**src/rtl/wb_select_unit.sv**
```systemverilog
// Registered writeback-select stage: RV64I/RV32I load alignment, SLT results, per-opcode write gating, timed load wait.
// Latency: 1 cycle after accept for non-loads, 1 cycle after mem_rvalid (or timeout) for loads; in_ready low outside IDLE.
// Optional build macro WB_MISALIGN_TRAP_EN: misaligned loads complete immediately with out_err instead of waiting.
module wb_select_unit #(
    parameter int XLEN         = 64,
    parameter int NSRC         = 4,
    parameter int LOAD_TIMEOUT = 255
) (
    input  logic                      clk,
    input  logic                      reset_n,
    input  logic                      in_valid,
    output logic                      in_ready,
    input  logic [31:0]               inst,
    input  logic [$clog2(NSRC)-1:0]   sel,
    input  logic [NSRC*XLEN-1:0]      src_data,
    input  logic                      less_flag,
    input  logic [$clog2(XLEN/8)-1:0] addr_lo,
    input  logic                      mem_rvalid,
    input  logic [XLEN-1:0]           mem_rdata,
    output logic                      out_valid,
    output logic                      out_we,
    output logic [4:0]                out_rd,
    output logic [XLEN-1:0]           out_data,
    output logic                      out_err
);
    localparam int AW = $clog2(XLEN/8);
    localparam int CW = $clog2(LOAD_TIMEOUT + 1);

    localparam logic [6:0] OP_OP     = 7'b0110011;
    localparam logic [6:0] OP_IMM    = 7'b0010011;
    localparam logic [6:0] OP_AUIPC  = 7'b0010111;
    localparam logic [6:0] OP_LUI    = 7'b0110111;
    localparam logic [6:0] OP_JAL    = 7'b1101111;
    localparam logic [6:0] OP_JALR   = 7'b1100111;
    localparam logic [6:0] OP_SYSTEM = 7'b1110011;
    localparam logic [6:0] OP_STORE  = 7'b0100011;
    localparam logic [6:0] OP_BRANCH = 7'b1100011;
    localparam logic [6:0] OP_LOAD   = 7'b0000011;

    typedef enum logic [1:0] {IDLE, WAIT_LOAD, RESP} state_t;

    state_t          state;
    logic [CW-1:0]   cnt;
    logic [2:0]      f3_q;
    logic [4:0]      rd_q;
    logic [AW-1:0]   addr_q;

    logic [6:0]      opcode;
    logic [2:0]      funct3;
    logic [4:0]      rd;
    logic            accept;
    logic [XLEN-1:0] src_sel;
    logic            known, is_slt, nl_we;
    logic [XLEN-1:0] nl_data;
    logic [XLEN-1:0] lane, ld_data;
    logic            ld_err;
    logic            misaligned;

    assign opcode = inst[6:0];
    assign funct3 = inst[14:12];
    assign rd     = inst[11:7];
    assign accept = in_valid && in_ready;

    // Out-of-range sel leaves src_sel at zero.
    always_comb begin
        src_sel = '0;
        for (int k = 0; k < NSRC; k++)
            if (int'(sel) == k) src_sel = src_data[k*XLEN +: XLEN];
    end

    always_comb begin
        known  = (opcode == OP_OP) || (opcode == OP_IMM) || (opcode == OP_AUIPC) ||
                 (opcode == OP_LUI) || (opcode == OP_JAL) || (opcode == OP_JALR) ||
                 (opcode == OP_SYSTEM) || (opcode == OP_STORE) || (opcode == OP_BRANCH);
        is_slt = (funct3[2:1] == 2'b01) &&
                 ((opcode == OP_IMM) || ((opcode == OP_OP) && (inst[31:25] == 7'b0)));
        nl_data = '0;
        if (known) nl_data = is_slt ? XLEN'(less_flag) : src_sel;
        nl_we = known && (opcode != OP_STORE) && (opcode != OP_BRANCH) && (rd != 5'd0);
    end

    // Bytes shifted past the top of the word read as zero.
    always_comb begin
        lane    = mem_rdata >> {addr_q, 3'b000};
        ld_data = '0;
        ld_err  = 1'b0;
        case (f3_q)
            3'b000:  ld_data = XLEN'($signed(lane[7:0]));
            3'b001:  ld_data = XLEN'($signed(lane[15:0]));
            3'b010:  ld_data = XLEN'($signed(lane[31:0]));
            3'b011:  if (XLEN == 64) ld_data = lane; else ld_err = 1'b1;
            3'b100:  ld_data = XLEN'(lane[7:0]);
            3'b101:  ld_data = XLEN'(lane[15:0]);
            3'b110:  if (XLEN == 64) ld_data = XLEN'(lane[31:0]); else ld_err = 1'b1;
            default: ld_err = 1'b1;
        endcase
    end

    always_comb begin
        logic [2:0] a3, mask;
        a3 = 3'(addr_lo);
        case (funct3[1:0])
            2'b00:   mask = 3'b000;
            2'b01:   mask = 3'b001;
            2'b10:   mask = 3'b011;
            default: mask = 3'b111;
        endcase
        misaligned = |(a3 & mask);
    end

    always_ff @(posedge clk or negedge reset_n) begin
        if (!reset_n) begin
            state     <= IDLE;
            cnt       <= '0;
            f3_q      <= '0;
            rd_q      <= '0;
            addr_q    <= '0;
            in_ready  <= 1'b0;
            out_valid <= 1'b0;
            out_we    <= 1'b0;
            out_rd    <= '0;
            out_data  <= '0;
            out_err   <= 1'b0;
        end else begin
            case (state)
                IDLE: begin
                    out_valid <= 1'b0;
                    in_ready  <= 1'b1;
                    if (accept) begin
                        in_ready <= 1'b0;
                        if (opcode == OP_LOAD) begin
`ifdef WB_MISALIGN_TRAP_EN
                            if (misaligned) begin
                                state     <= RESP;
                                out_valid <= 1'b1;
                                out_we    <= 1'b0;
                                out_rd    <= rd;
                                out_data  <= '0;
                                out_err   <= 1'b1;
                            end else begin
                                state <= WAIT_LOAD;
                            end
`else
                            state <= WAIT_LOAD;
`endif
                            f3_q   <= funct3;
                            rd_q   <= rd;
                            addr_q <= addr_lo;
                            cnt    <= '0;
                        end else begin
                            state     <= RESP;
                            out_valid <= 1'b1;
                            out_we    <= nl_we;
                            out_rd    <= rd;
                            out_data  <= nl_data;
                            out_err   <= 1'b0;
                        end
                    end
                end
                WAIT_LOAD: begin
                    // Response data takes priority over a coincident timeout.
                    if (mem_rvalid) begin
                        state     <= RESP;
                        out_valid <= 1'b1;
                        out_rd    <= rd_q;
                        out_data  <= ld_err ? '0 : ld_data;
                        out_we    <= !ld_err && (rd_q != 5'd0);
                        out_err   <= ld_err;
                    end else if (cnt == CW'(LOAD_TIMEOUT)) begin
                        state     <= RESP;
                        out_valid <= 1'b1;
                        out_rd    <= rd_q;
                        out_data  <= '0;
                        out_we    <= 1'b0;
                        out_err   <= 1'b1;
                    end else begin
                        cnt <= cnt + 1'b1;
                    end
                end
                default: begin
                    state     <= IDLE;
                    out_valid <= 1'b0;
                    in_ready  <= 1'b1;
                end
            endcase
        end
    end
endmodule

```
**config.mk**
```make
export PLATFORM = sky130hd
export DESIGN_NAME = wb_select_unit
export DESIGN_NICKNAME = d
export VERILOG_FILES = /design/src/rtl/wb_select_unit.sv
export SDC_FILE = /design/constraint.sdc
export NUM_CORES = 1
export LEC_CHECK = 0
export ABC_CLOCK_PERIOD_IN_PS = 2850
export BUFFER_PORTS_ARGS = -buffer_cell sky130_fd_sc_hd__buf_4
export CAP_MARGIN = 20
export CORE_AREA = 2 2 171 173
export CTS_CLUSTER_DIAMETER = 150
export DETAILED_ROUTE_END_ITERATION = 10
export DIE_AREA = 0 0 173 175
export MAX_ROUTING_LAYER = met4
export SYNTH_ARGS = -nofsm -noshare
export SYNTH_HDL_FRONTEND = slang
export SYNTH_SLANG_ARGS = --single-unit
```
**constraint.sdc**
```tcl
create_clock -name clk -period 2.85 [get_ports clk]
set_clock_uncertainty 0.1 [all_clocks]
set_input_delay 0.285 -clock clk [delete_from_list [all_inputs] [get_ports clk]]
set_output_delay 0.285 -clock clk [all_outputs]
set_load 0.005 [all_outputs]
```
== Word level (Yosys, flattened, before mapping) ==
Index checks and enable logic that the tools add are counted.

* Add/subtract/negate cells: 1
* Equality and inequality tests: 30
* Shift-type cells: 1
* Multiplexer cells: 45
* Reductions and logical operators: 28

{| class="wikitable"
|+ Operators by type and width
! cell !! number
|-
| 64-bit two-way mux || 11
|-
| 64-bit one-hot mux with 7 select lines || 1
|-
| 64-bit one-hot mux with 2 select lines || 1
|-
| 64-bit by 6-bit >> shifter with 64-bit output || 1
|-
| 8-bit two-way mux || 4
|-
| 7-bit equality test, second input constant || 4
|-
| 7-bit by 6-bit equality test with 1-bit output, second input constant || 3
|-
| 5-bit two-way mux || 4
|-
| 8-bit one-hot mux with 2 select lines || 1
|-
| 7-bit by 5-bit equality test with 1-bit output, second input constant || 2
|-
| 1-bit two-way mux || 13
|-
| 2-bit != test, second input constant || 5
|-
| 5-bit one-hot mux with 2 select lines || 1
|-
| 5-bit nonzero test || 2
|-
| 3-bit equality test, second input constant || 3
|-
| 1-bit logical OR || 9
|-
| 8-bit by 1-bit adder with 8-bit output, second input constant || 1
|-
| 8-bit equality test, second input constant || 1
|-
| 2-bit two-way mux || 4
|-
| 1-bit one-hot mux with 2 select lines || 4
|-
| 7-bit by 2-bit equality test with 1-bit output, second input constant || 1
|-
| 1-bit logical AND || 7
|-
| 7-bit zero test || 1
|-
| 7-bit by 6-bit != test with 1-bit output, second input constant || 1
|-
| other kinds (15) || 20
|}

* Flip-flop bits (word level): 94
* Output and inout port bits: 73
* Logic and storage cells: 116

== Depth between registers and ports, before layout ==
Gate-level depths: netlist (run 1).

* Depth in word-level cells: 15
* Depth in mapped cells: 9

== Worst setup path after synthesis (run 1) ==
No wires, ideal clock.

* Path kind: register to register
* Start point: register cnt[0]
* End point: register out_data[41]
* Arrival: 1.708 ns
* Required time: 2.609 ns
* Setup slack: 0.901 ns
* Cell stages (with the launch flop): 9
* Path buffers: 2
* Cell sequence: dfrtp_1 -> ha_1 -> nand3_1 -> o21ai_1 -> nand2_2 -> buf_4 -> buf_2 -> a22oi_1 -> nand3_1

* Word-level cells in the longest chain between the ends: 3

{| class="wikitable"
|+ RTL lines
! element !! RTL line !! source
|-
| from (decl) || 43 || <nowiki>logic [CW-1:0] cnt;</nowiki>
|-
| from (signal assigned) || 177 || <nowiki>cnt <= cnt + 1'b1;</nowiki>
|-
| 8-bit equality test || 169 || <nowiki>end else if (cnt == CW'(LOAD_TIMEOUT)) begin</nowiki>
|-
| 3-bit != test (no source line) || -- ||
|-
| 4-bit AND reduction (no source line) || -- ||
|-
| to (signal assigned) || 155 || <nowiki>out_data <= nl_data;</nowiki>
|-
| to (signal assigned) || 166 || <nowiki>out_data <= ld_err ? '0 : ld_data;</nowiki>
|-
| to (decl) || 23 || <nowiki>output logic [XLEN-1:0] out_data,</nowiki>
|}

Every way passes these cells.
A chain may end at the register's enable or synchronous reset.

== Worst setup path after layout (run 1) ==
* Start point: register cnt[0]
* End point: register out_data[29]

Same word-level chain as after synthesis.

==> results of run 1 <==
## per-layer routing
layer	GRT usage	wire length, um	up-vias
li1	-	-	3711
met1	0.2913	14770	4032
met2	0.4028	18070	404
met3	0.06397	2820	33
met4	0.06038	735	0
met5	-	0	-
## kinds of logic (layout without fill, tap and decap cells)
group,Yosys count,after routing,synth area share
AO/OA/AOI/OAI,179,179,0.1711
XOR/XNOR,1,1,0.001148
adder cells (fa/ha/maj),1,1,0.001640
buffers and inverters,93,498,0.05741
flip-flops,94,94,0.3083
multiplexers,146,146,0.3129
other,0,1,0
AND/OR/NAND/NOR,217,217,0.1474
## stage by stage
stage                     power [mW]  setup slack [ns]  instances  hold slack, ns
after floorplan                2.102            0.9008        731         -0.1106
after global placement         2.854            0.4874       1503          0.2130
after detailed placement       2.872            0.4175       1503          0.2276
after CTS                      4.147            0.3702       1520         0.03615
after global routing           4.297            0.1936       1521         0.02928
final                          4.105            0.3733       1521         0.04756
## report_power, final
group          leakage [nW]  switching, mW  internal [mW]
logic                  3.90          0.609          0.756
registers              1.27         0.0623           1.41
clock network         0.147          0.643          0.623
total                  5.32           1.31           2.79
## final cells by class
| cell class | count | area, um2 |
|---|---|---|
| Tap cell | 384 | 480.5 |
| Inverter | 23 | 86.33 |
| Fill cell | 2902 | 16820 |
| Antenna cell | 1 | 2.502 |
| Clock buffer | 9 | 225.2 |
| Timing Repair Buffer | 459 | 3511 |
| Multi-Input combinational cell | 544 | 4838 |
| Clock inverter | 7 | 73.82 |
| Sequential cell | 94 | 2359 |
## worst reg2reg max path, cell delays in order, from the launching register on
cell	delay (ns)
sky130_fd_sc_hd__dfrtp_1	0.39
sky130_fd_sc_hd__ha_1	0.26
sky130_fd_sc_hd__nand3_1	0.12
sky130_fd_sc_hd__o21ai_1	0.41
sky130_fd_sc_hd__nand2_2	0.16
sky130_fd_sc_hd__inv_2	0.28
sky130_fd_sc_hd__buf_4	0.40
sky130_fd_sc_hd__nand3_1	0.15
sky130_fd_sc_hd__nand3_1	0.12
## registers in the layout, indices dropped and copies added, names as in the netlist
signal     count
addr_q         3
out_rd         5
out_data      64
state          2
out_valid      1
out_err        1
in_ready       1
out_we         1
cnt            8
rd_q           5
f3_q           3
## final timing paths
check / from / to / slack, ns / cells past startpoint
max in group asynchronous: reset_n / out_data[52] / 1.56 / 3
hold / removal: addr_lo[2] / addr_q[2] / 0.05 / 2
min in group asynchronous: reset_n / out_data[29] / 0.36 / 2
hold reg to reg: cnt[7] / cnt[7] / 0.39 / 1
setup reg to reg: cnt[0] / out_data[29] / 0.37 / 8
setup / recovery: cnt[0] / out_data[29] / 0.37 / 8
## synth_stat cells, types with 2 or more instances
library cell	instances	area, um2
sky130_fd_sc_hd__a211o_1	6	52.55
sky130_fd_sc_hd__a211oi_1	9	67.56
sky130_fd_sc_hd__a21oi_1	15	75.07
sky130_fd_sc_hd__a221o_1	13	130.1
sky130_fd_sc_hd__a22oi_1	39	292.8
sky130_fd_sc_hd__a2bb2oi_1	7	61.31
sky130_fd_sc_hd__a31oi_1	13	81.33
sky130_fd_sc_hd__a32oi_1	7	61.31
sky130_fd_sc_hd__and2_1	3	18.77
sky130_fd_sc_hd__and3_1	5	31.28
sky130_fd_sc_hd__buf_1	5	18.77
sky130_fd_sc_hd__buf_2	35	175.2
sky130_fd_sc_hd__buf_4	6	45.04
sky130_fd_sc_hd__buf_6	3	33.78
sky130_fd_sc_hd__clkbuf_1	21	78.83
sky130_fd_sc_hd__dfrtp_1	94	2352
sky130_fd_sc_hd__inv_1	22	82.58
sky130_fd_sc_hd__mux2_2	20	225.2
sky130_fd_sc_hd__mux2i_1	54	540.5
sky130_fd_sc_hd__mux4_2	72	1622
sky130_fd_sc_hd__nand2_1	51	191.4
sky130_fd_sc_hd__nand2b_1	10	62.56
sky130_fd_sc_hd__nand3_1	76	380.4
sky130_fd_sc_hd__nand4_1	6	37.54
sky130_fd_sc_hd__nor2_1	23	86.33
sky130_fd_sc_hd__nor2_2	2	12.51
sky130_fd_sc_hd__nor2b_1	12	75.07
sky130_fd_sc_hd__nor3_1	7	35.03
sky130_fd_sc_hd__nor4_1	3	18.77
sky130_fd_sc_hd__o2111ai_1	3	26.28
sky130_fd_sc_hd__o211ai_1	16	120.1
sky130_fd_sc_hd__o21ai_0	23	115.1
sky130_fd_sc_hd__o22ai_1	11	68.82
sky130_fd_sc_hd__o2bb2ai_1	5	43.79
sky130_fd_sc_hd__or4_1	5	37.54
## timing repair
item | 4_1_cts | 5_1_grt
resized for setup | 0 | 0
hold endpoints to repair | 41 | 0
hold buffers | 1 | 0
## placed cells by master (no fill, tap or decap), drive strengths merged, types with 5 or more instances in the layout
cell type,Yosys,routed
a211o,6,6
a211oi,9,9
a21oi,15,15
a221o,13,13
a22oi,39,39
a2bb2oi,7,7
a31oi,13,13
a32oi,7,7
and3,5,5
buf,49,458
clkbuf,21,9
dfrtp,94,94
inv,23,27
mux2,20,20
mux2i,54,54
mux4,72,72
nand2,53,53
nand2b,10,10
nand3,76,76
nand4,6,6
nor2,25,25
nor2b,12,12
nor3,7,7
o211ai,16,16
o21ai,24,24
o22ai,11,11
o2bb2ai,5,5
or4,5,5
==> results.md, run 1 <==
- Remaining routing DRC violations: 0
- Weighted congestion at the end of routability-driven global placement: 0.8816
- DR WL/cell: 23.93 um
- Status: finished, final reports clean
- Average footprint of a synthesized cell: 10.44 um2
- Slew at the pin closest to its max-slew limit: 0.7194 ns
- Total vias in the final route: 8180
- Crit share post-route: 0.8690
- Port Buf Inserts: 424
- Element type at the critical path end: flop
- Unique masters post-synth: 64
- Sequential element share of the synthesized area: 0.3083
- Drt pass-1 iters: 5
- Proportion of synthesized flip-flops having asynchronous set or reset: 1.000
- Cell row count: 62
- Post-Synthesis Cell Area: 0.007629 mm2
- Total congestion overflow after global routing: 0
- CP Cell Sequence: ha_1 > nand3_1 > o21ai_1 > nand2_2 > inv_2 > buf_4 > nand3_1 > nand3_1
- Number of flops mapped to enable cells by yosys: 0
- Highest fanout seen on the critical path: 30
- VDD IR max: 0.0002116 V
- Power per unit of standard cell area: 354.6 mW/mm2
- Number of failing hold endpoints at the final stage: 0
- Count of buffering cells on the critical path with inverters included: 2
- Cell mode on critical path: sky130_fd_sc_hd__nand3_1
- Number of post-CTS setup repair buffers: 0
- Fin crit period: 2.477 ns
- Vertical die dimension: 175 um
- Number of global-route vias before repair: 8439
- Critical setup path kind: flop to flop
- Die area: 0.03028 mm2
- Insertion delay to the later sink of the worst-skew pair: 0.37 ns
- Unrepaired setup endpoints after global routing: no
- Initial core utilization: 0.2687
- Data required time of the worst path: 3.04 ns
- Clock-pin slew on the worst setup and hold paths: 0.09 ns
- Master of the slowest instance on the critical path: sky130_fd_sc_hd__o21ai_1
- Ratio of cells with drive above 1 in the final layout: 0.5106
- Core area: 0.02839 mm2
- Number of DRC markers in iteration 0: 458
- Cell area after layout: 0.01158 mm2
- Number of top-level pins: 435
- Slew margin rel.: 0.5167
- Upper clock frequency limit: 403.8 MHz
- Data arrival time at the worst-slack endpoint: 2.67 ns
- Clock Root Buffer: sky130_fd_sc_hd__clkbuf_16
- Total placed instance area: 0.01126 mm2
- Number of failing setup endpoints in the final timing report: 0
- TritonCTS clock tree: done
- Crit path largest cell delay: 0.41 ns
- Most instantiated flip-flop cell in the synthesis netlist: sky130_fd_sc_hd__dfrtp_1
- Initial antenna violation count: 1
- Tot GR Track Use: 0.2416
- Wire length of the first global-routing pass: 53240 um
- Synthesized Nets: 1094
- Detailed-route vias per instance: 5.378
- Core utilization of the finished layout: 0.4077
- Critical path startpoint category: flop
- Die width: 173 um
- Area growth from synthesis to layout: 51.75%
- Synth warnings: 0
- Max Transition Viols Final: 0
- Routed wire length: 36400 um
- Largest net degree at the start of global routing: 56
- Setup tns final: 0 ns
- Number of buffers added by the clock tree synthesis step: 9
- Clock Path Buffers: 2
- Synthesis-stage register bit count: 94
- Clock sinks: 94
- Lkg Pwr: 5.319 nW
- Number of violations of the max-capacitance limit: 0
- Final HPWL DP: 30110 um
- Path category of the worst min-delay check: input pin to flop
- Layout net count: 1494
- CP top delay family: buffers and inverters
- Number of nets with antenna violations after detailed routing: 0
- Htree depth: 3
- Instance count of the mapped netlist: 731
Note: power is estimated with default switching activity, not from simulation.
==> run 2: changes to the inputs <==
--- a/config.mk
+++ b/config.mk
@@ -12,7 +12,9 @@
 export CTS_CLUSTER_DIAMETER = 150
 export DETAILED_ROUTE_END_ITERATION = 10
 export DIE_AREA = 0 0 173 175
+export GPL_TIMING_DRIVEN = 0
 export MAX_ROUTING_LAYER = met4
+export RECOVER_POWER = 25
 export SYNTH_ARGS = -nofsm -noshare
 export SYNTH_HDL_FRONTEND = slang
 export SYNTH_SLANG_ARGS = --single-unit
==> run 2 against run 1 <==
Effect of this change:
- maximum frequency shrank 7.5%
- clock power is essentially flat
- global-route usage grew 2.3 points
- register-to-register slack lost 0.20 ns
- core utilization grew 0.19 points
- clock-buffer cell count grew 2
- largest cell class unchanged
==> results.md, run 2 (synthesis gave the netlist of run 1 again) <==
- Status: finished, final reports clean
- Number of violations of the max-capacitance limit: 0
- Total congestion overflow after global routing: 0
- Drt pass-1 iters: 5
- Detailed-route vias per instance: 5.397
- Vertical die dimension: 175 um
- Clock Path Buffers: 2
- Clock Root Buffer: sky130_fd_sc_hd__clkbuf_16
- Highest fanout seen on the critical path: 10
- Total placed instance area: 0.01133 mm2
- Most common cell after layout, fill and taps aside: sky130_fd_sc_hd__buf_4
- Min Hold Slack: 0.06235 ns
- Cell area after layout: 0.01163 mm2
- Core area: 0.02839 mm2
- Number of global-route vias before repair: 8613
- Path category of the worst min-delay check: input pin to flop
- Ratio of cells with drive above 1 in the final layout: 0.4979
- Initial core utilization: 0.2687
- Remaining routing DRC violations: 0
- Number of failing hold endpoints at the final stage: 0
- Clock-pin slew on the worst setup and hold paths: 0.07 ns
- Slew margin rel.: 0.1422
- Area growth from synthesis to layout: 52.44%
- Die width: 173 um
- Weighted congestion at the end of routability-driven global placement: 0.9417
- Core utilization of the finished layout: 0.4096
- Fin crit period: 2.678 ns
- Element type at the critical path end: flop
- CP Cell Sequence: buf_4 > mux2i_1 > a222oi_1 > nand4_1 > o211a_1 > buf_2 > o211ai_1
- Number of flip-flops under the largest register name: 64
- Port Buf Inserts: 422
- Number of post-CTS setup repair buffers: 0
- VDD IR max: 0.0002482 V
- Number of DRC markers in iteration 0: 564
- Largest net degree at the start of global routing: 49
- Data required time of the worst path: 3.02 ns
- Tot GR Track Use: 0.2646
- DR WL/cell: 25.63 um
- Overall power: 4.162 mW
- Unrepaired setup endpoints after global routing: no
- Layout net count: 1531
- Slew at the pin closest to its max-slew limit: 1.287 ns
- Initial antenna violation count: 2
- Crit path largest cell delay: 0.60 ns
- Most used cells in the layout excluding fill and tap cells: sky130_fd_sc_hd__buf_4, sky130_fd_sc_hd__dfrtp_1, sky130_fd_sc_hd__nand3_1, sky130_fd_sc_hd__mux4_2, sky130_fd_sc_hd__mux2i_1
- Number of nets with antenna violations after detailed routing: 0
- Lkg Pwr: 5.371 nW
- Max Transition Viols Final: 0
- Largest reg by FF count: out_data
- Cell row count: 62
- Die area: 0.03028 mm2
- Wire length of the first global-routing pass: 57460 um
- Insertion delay to the later sink of the worst-skew pair: 0.35 ns
- Power per unit of standard cell area: 357.9 mW/mm2
- Clock sinks: 94
- Critical setup path kind: flop to flop
- Number of failing setup endpoints in the final timing report: 0
- Critical path startpoint category: flop
- Final HPWL DP: 33120 um
- Number of buffers added by the clock tree synthesis step: 9
- Crit share post-route: 0.9397
- Htree depth: 3
- Top Registers: out_data (64), cnt (8)
- Master of the slowest instance on the critical path: sky130_fd_sc_hd__a222oi_1
- Data arrival time at the worst-slack endpoint: 2.85 ns
- Number of top-level pins: 435
- TritonCTS clock tree: done
- Post-layout worst setup margin: 0.1718 ns
- Pre-CTS setup slack: 0.03833 ns
- Total vias in the final route: 8419
- Upper clock frequency limit: 373.4 MHz
- Routed wire length: 39980 um
run 2: path summary, 6_finish.rpt:
path / startpoint / end / slack [ns] / cells after the start
hold / removal: addr_lo[1] / addr_q[1] / 0.06 / 2
min in group asynchronous: reset_n / out_rd[3] / 0.65 / 2
hold reg to reg: out_data[7] / out_data[7] / 0.39 / 2
max in group asynchronous: reset_n / out_data[43] / 1.12 / 3
setup reg to reg: addr_q[1] / out_data[63] / 0.17 / 7
setup / recovery: addr_q[1] / out_data[63] / 0.17 / 7
run 2: critical path: cells and delay by family (launching register included):
| family | cells | cell delay (ns) |
|---|---|---|
| buffers and inverters | 2 | 0.44 |
| AO/OA/AOI/OAI | 3 | 1.09 |
| multiplexers | 1 | 0.22 |
| flip-flops | 1 | 0.37 |
| AND/OR/NAND/NOR | 1 | 0.38 |
run 2: power breakdown:
group	switching [mW]	internal [mW]	leakage (nW)
registers	0.0521	1.41	1.28
clock network	0.579	0.708	0.150
logic	0.661	0.751	3.94
run 2: what timing repair did:
item,4_1_cts,5_1_grt
hold buffers,1,0
gates resized for setup,0,5
setup endpoints to repair,0,16
hold endpoints to repair,46,0
run 2: layer usage:
layer | vias up | global-route usage | part of all wire
li1 | 3791 | - | -
met1 | 4146 | 0.3238 | 0.41
met2 | 429 | 0.4462 | 0.50
met3 | 53 | 0.05788 | 0.072
met4 | 0 | 0.06250 | 0.022
met5 | - | - | 0
run 2: metrics by stage:
step	setup TNS (ns)	cells
5_1_grt	0	1559
3_5_place_dp	0	1540
6_report	0	1560
4_1_cts	0	1557
3_3_place_gp	-0.04549	1537
2_1_floorplan	0	731
run 2: final cells by class:
| class | instances | area, um2 |
|---|---|---|
| multi-input combinational | 544 | 4843 |
| fill | 2906 | 16760 |
| tap | 384 | 480.5 |
| buffer | 70 | 355.3 |
| clock buffer | 11 | 242.7 |
| timing repair buffer | 426 | 3203 |
| sequential | 94 | 2352 |
| clock inverter | 5 | 57.56 |
| antenna | 3 | 7.507 |
| inverter | 23 | 86.33 |
==> run 3: changes to the inputs <==
--- a/config.mk
+++ b/config.mk
@@ -12,7 +12,7 @@
 export CTS_CLUSTER_DIAMETER = 150
 export DETAILED_ROUTE_END_ITERATION = 10
 export DIE_AREA = 0 0 173 175
-export GPL_TIMING_DRIVEN = 0
+export GPL_TIMING_DRIVEN = 1
 export MAX_ROUTING_LAYER = met4
 export RECOVER_POWER = 25
 export SYNTH_ARGS = -nofsm -noshare
==> run 3 against run 2 <==
Effect of this change:
- global-route usage decreased by 2.3 points
- critical path depth grew 1
- register-to-register slack gained 0.20 ns
- sequential share of layout area up 0.17 points
- critical endpoint is now out_data[29]
- non-clock buffer count decreased by 37
- first-iteration DRC count fell by 29%
- highest routed layer unchanged
- combinational power fell by 4%
- worst hold slack got worse by 0.017 ns
- clock-buffer cell count decreased by 2
- design area decreased by 0.57%
==> results.md, run 3 (synthesis gave the netlist of run 1 again) <==
- Status: finished, final reports clean
- Crit path largest cell delay: 0.41 ns
- Master of the slowest instance on the critical path: sky130_fd_sc_hd__o21ai_1
- Number of failing setup endpoints in the final timing report: 0
- Endpoint, Worst Hold: addr_q[2]
- Met2 capacity usage during global routing: 0.4028
- Number of nets with antenna violations after detailed routing: 0
- Unrepaired setup endpoints after global routing: no
- Slew at the pin closest to its max-slew limit: 1.172 ns
- Clock sinks: 94
- Number of flip-flops under the largest register name: 64
- Setup slack of the worst register-to-register path: 0.37 ns
- Slew margin rel.: 0.2188
- Drt pass-1 iters: 5
- Fin crit period: 2.477 ns
- Ratio of cells with drive above 1 in the final layout: 0.5079
- Overall power: 4.096 mW
- Setup tns final: 0 ns
- Wire length of the first global-routing pass: 53240 um
- Crit Reg-Reg Endpoint: out_data[29]
- Routed wire length: 36420 um
- Number of violations of the max-capacitance limit: 0
- Element type at the critical path end: flop
- Met1 routing resource usage after global routing: 0.2913
- Highest fanout seen on the critical path: 30
- Cell row count: 62
- Upper clock frequency limit: 403.7 MHz
- Global routing's busiest layer: met2
- Count of buffering cells on the critical path with inverters included: 2
- Insertion delay to the later sink of the worst-skew pair: 0.37 ns
- CP Cell Sequence: ha_1 > nand3_1 > o21ai_1 > nand2_2 > inv_2 > buf_4 > nand3_1 > nand3_1
- Post-cts sizing count: 0
- Critical setup path kind: flop to flop
- Port Buf Inserts: 424
- Htree depth: 3
- Max Transition Viols Final: 0
- Initial core utilization: 0.2687
- Placed Cells: 1503
- Min-delay src: addr_lo[2]
- Data arrival time at the worst-slack endpoint: 2.67 ns
- Weighted congestion at the end of routability-driven global placement: 0.8816
- Critical path startpoint category: flop
- Min Hold Slack: 0.04552 ns
- Area growth from synthesis to layout: 51.57%
- Largest reg by FF count: out_data
- R2r startpoint: cnt[0]
- Crit share post-route: 0.8691
- Total vias in the final route: 8149
- Largest net degree at the start of global routing: 56
- Final HPWL DP: 30110 um
- Most common cell after layout, fill and taps aside: sky130_fd_sc_hd__buf_4
- TritonCTS clock tree: done
- Most used cells in the layout excluding fill and tap cells: sky130_fd_sc_hd__buf_4, sky130_fd_sc_hd__dfrtp_1, sky130_fd_sc_hd__nand3_1, sky130_fd_sc_hd__mux4_2, sky130_fd_sc_hd__mux2i_1
- Vertical die dimension: 175 um
- Cell mode on critical path: sky130_fd_sc_hd__nand3_1
- Number of global-route vias before repair: 8439
- Number of buffers added by the clock tree synthesis step: 9
- Number of failing hold endpoints at the final stage: 0
- Die width: 173 um
- Number of top-level pins: 435
- Core area: 0.02839 mm2
- Number of post-CTS setup repair buffers: 0
- Number of DRC markers in iteration 0: 403
- Clock-pin slew on the worst setup and hold paths: 0.09 ns
- Lkg Pwr: 5.295 nW
- Worst hold path depth: 2
- Die area: 0.03028 mm2
- CP top delay family: buffers and inverters
- GRT met3 Usage: 0.06397
- Tot GR Track Use: 0.2416
- Data required time of the worst path: 3.04 ns
- Clock Root Buffer: sky130_fd_sc_hd__clkbuf_16
- Power per unit of standard cell area: 354.3 mW/mm2
- R2R cell count: 8
- Fillcell total: 2902
- Detailed-route vias per instance: 5.358
- Number of non-filler instances in the completed layout: 1521
- Remaining routing DRC violations: 0
- VDD IR max: 0.0002086 V
- Layout net count: 1494
- Path category of the worst min-delay check: input pin to flop
- Core utilization of the finished layout: 0.4072
- Clock Path Buffers: 2
- Top Registers: out_data (64), cnt (8)
- Initial antenna violation count: 1
- DR WL/cell: 23.94 um
- Total congestion overflow after global routing: 0
==> run 3: how the worst max path moves through the flow <==
stage | slack [ns] | to | cells after the start | from
after global placement | 0.49 | out_data[30] | 8 | cnt[0]
final | 0.37 | out_data[29] | 8 | cnt[0]
after global routing | 0.19 | out_data[29] | 8 | cnt[0]
after CTS | 0.37 | out_data[22] | 8 | cnt[0]
after floorplan | 0.90 | out_data[41] | 8 | cnt[0]
after detailed placement | 0.42 | out_data[22] | 8 | cnt[0]
==> run 3: metal layers <==
| metal | routed length, um | share of wire |
|---|---|---|
| met1 | 14860 | 0.41 |
| met2 | 18100 | 0.50 |
| met3 | 2700 | 0.074 |
| met4 | 754 | 0.021 |
| met5 | 0 | 0 |
==> run 3: area by class of cell <==
class / instances / area (um2) / area share
inverter: 23 / 86.33 / 0.007467
clock inverter: 7 / 73.82 / 0.006385
timing repair buffer: 459 / 3497 / 0.3025
multi-input combinational: 544 / 4838 / 0.4185
antenna: 1 / 2.502 / 0.0002164
sequential: 94 / 2359 / 0.2040
tap: 384 / 480.5 / 0.04155
clock buffer: 9 / 225.2 / 0.01948
==> run 3: repair_timing <==
item,CTS,global route
hold buffers,1,0
hold endpoints to repair,41,0
setup endpoints to repair,0,0
==> run 3: where the power goes <==
part	total [mW]	leakage, nW	switching (mW)	internal, mW
combinational	1.36	3.87	0.609	0.752
clock	1.26	0.147	0.638	0.623
sequential	1.47	1.27	0.0617	1.41
==> run 3: worst reg2reg max path: stages (launching register included) <==
cell                      delay [ns]
sky130_fd_sc_hd__dfrtp_1        0.39
sky130_fd_sc_hd__ha_1           0.26
sky130_fd_sc_hd__nand3_1        0.12
sky130_fd_sc_hd__o21ai_1        0.41
sky130_fd_sc_hd__nand2_2        0.16
sky130_fd_sc_hd__inv_2          0.28
sky130_fd_sc_hd__buf_4          0.40
sky130_fd_sc_hd__nand3_1        0.15
sky130_fd_sc_hd__nand3_1        0.12
==> run 3: metrics by stage <==
| stage | worst slack [ns] | instance area, um2 |
|---|---|---|
| 2_1_floorplan | 0.9008 | 7629 |
| 3_3_place_gp | 0.4874 | 11260 |
| 3_5_place_dp | 0.4175 | 11260 |
| 4_1_cts | 0.3702 | 11570 |
| 5_1_grt | 0.1936 | 11560 |
| 6_report | 0.3732 | 11560 |
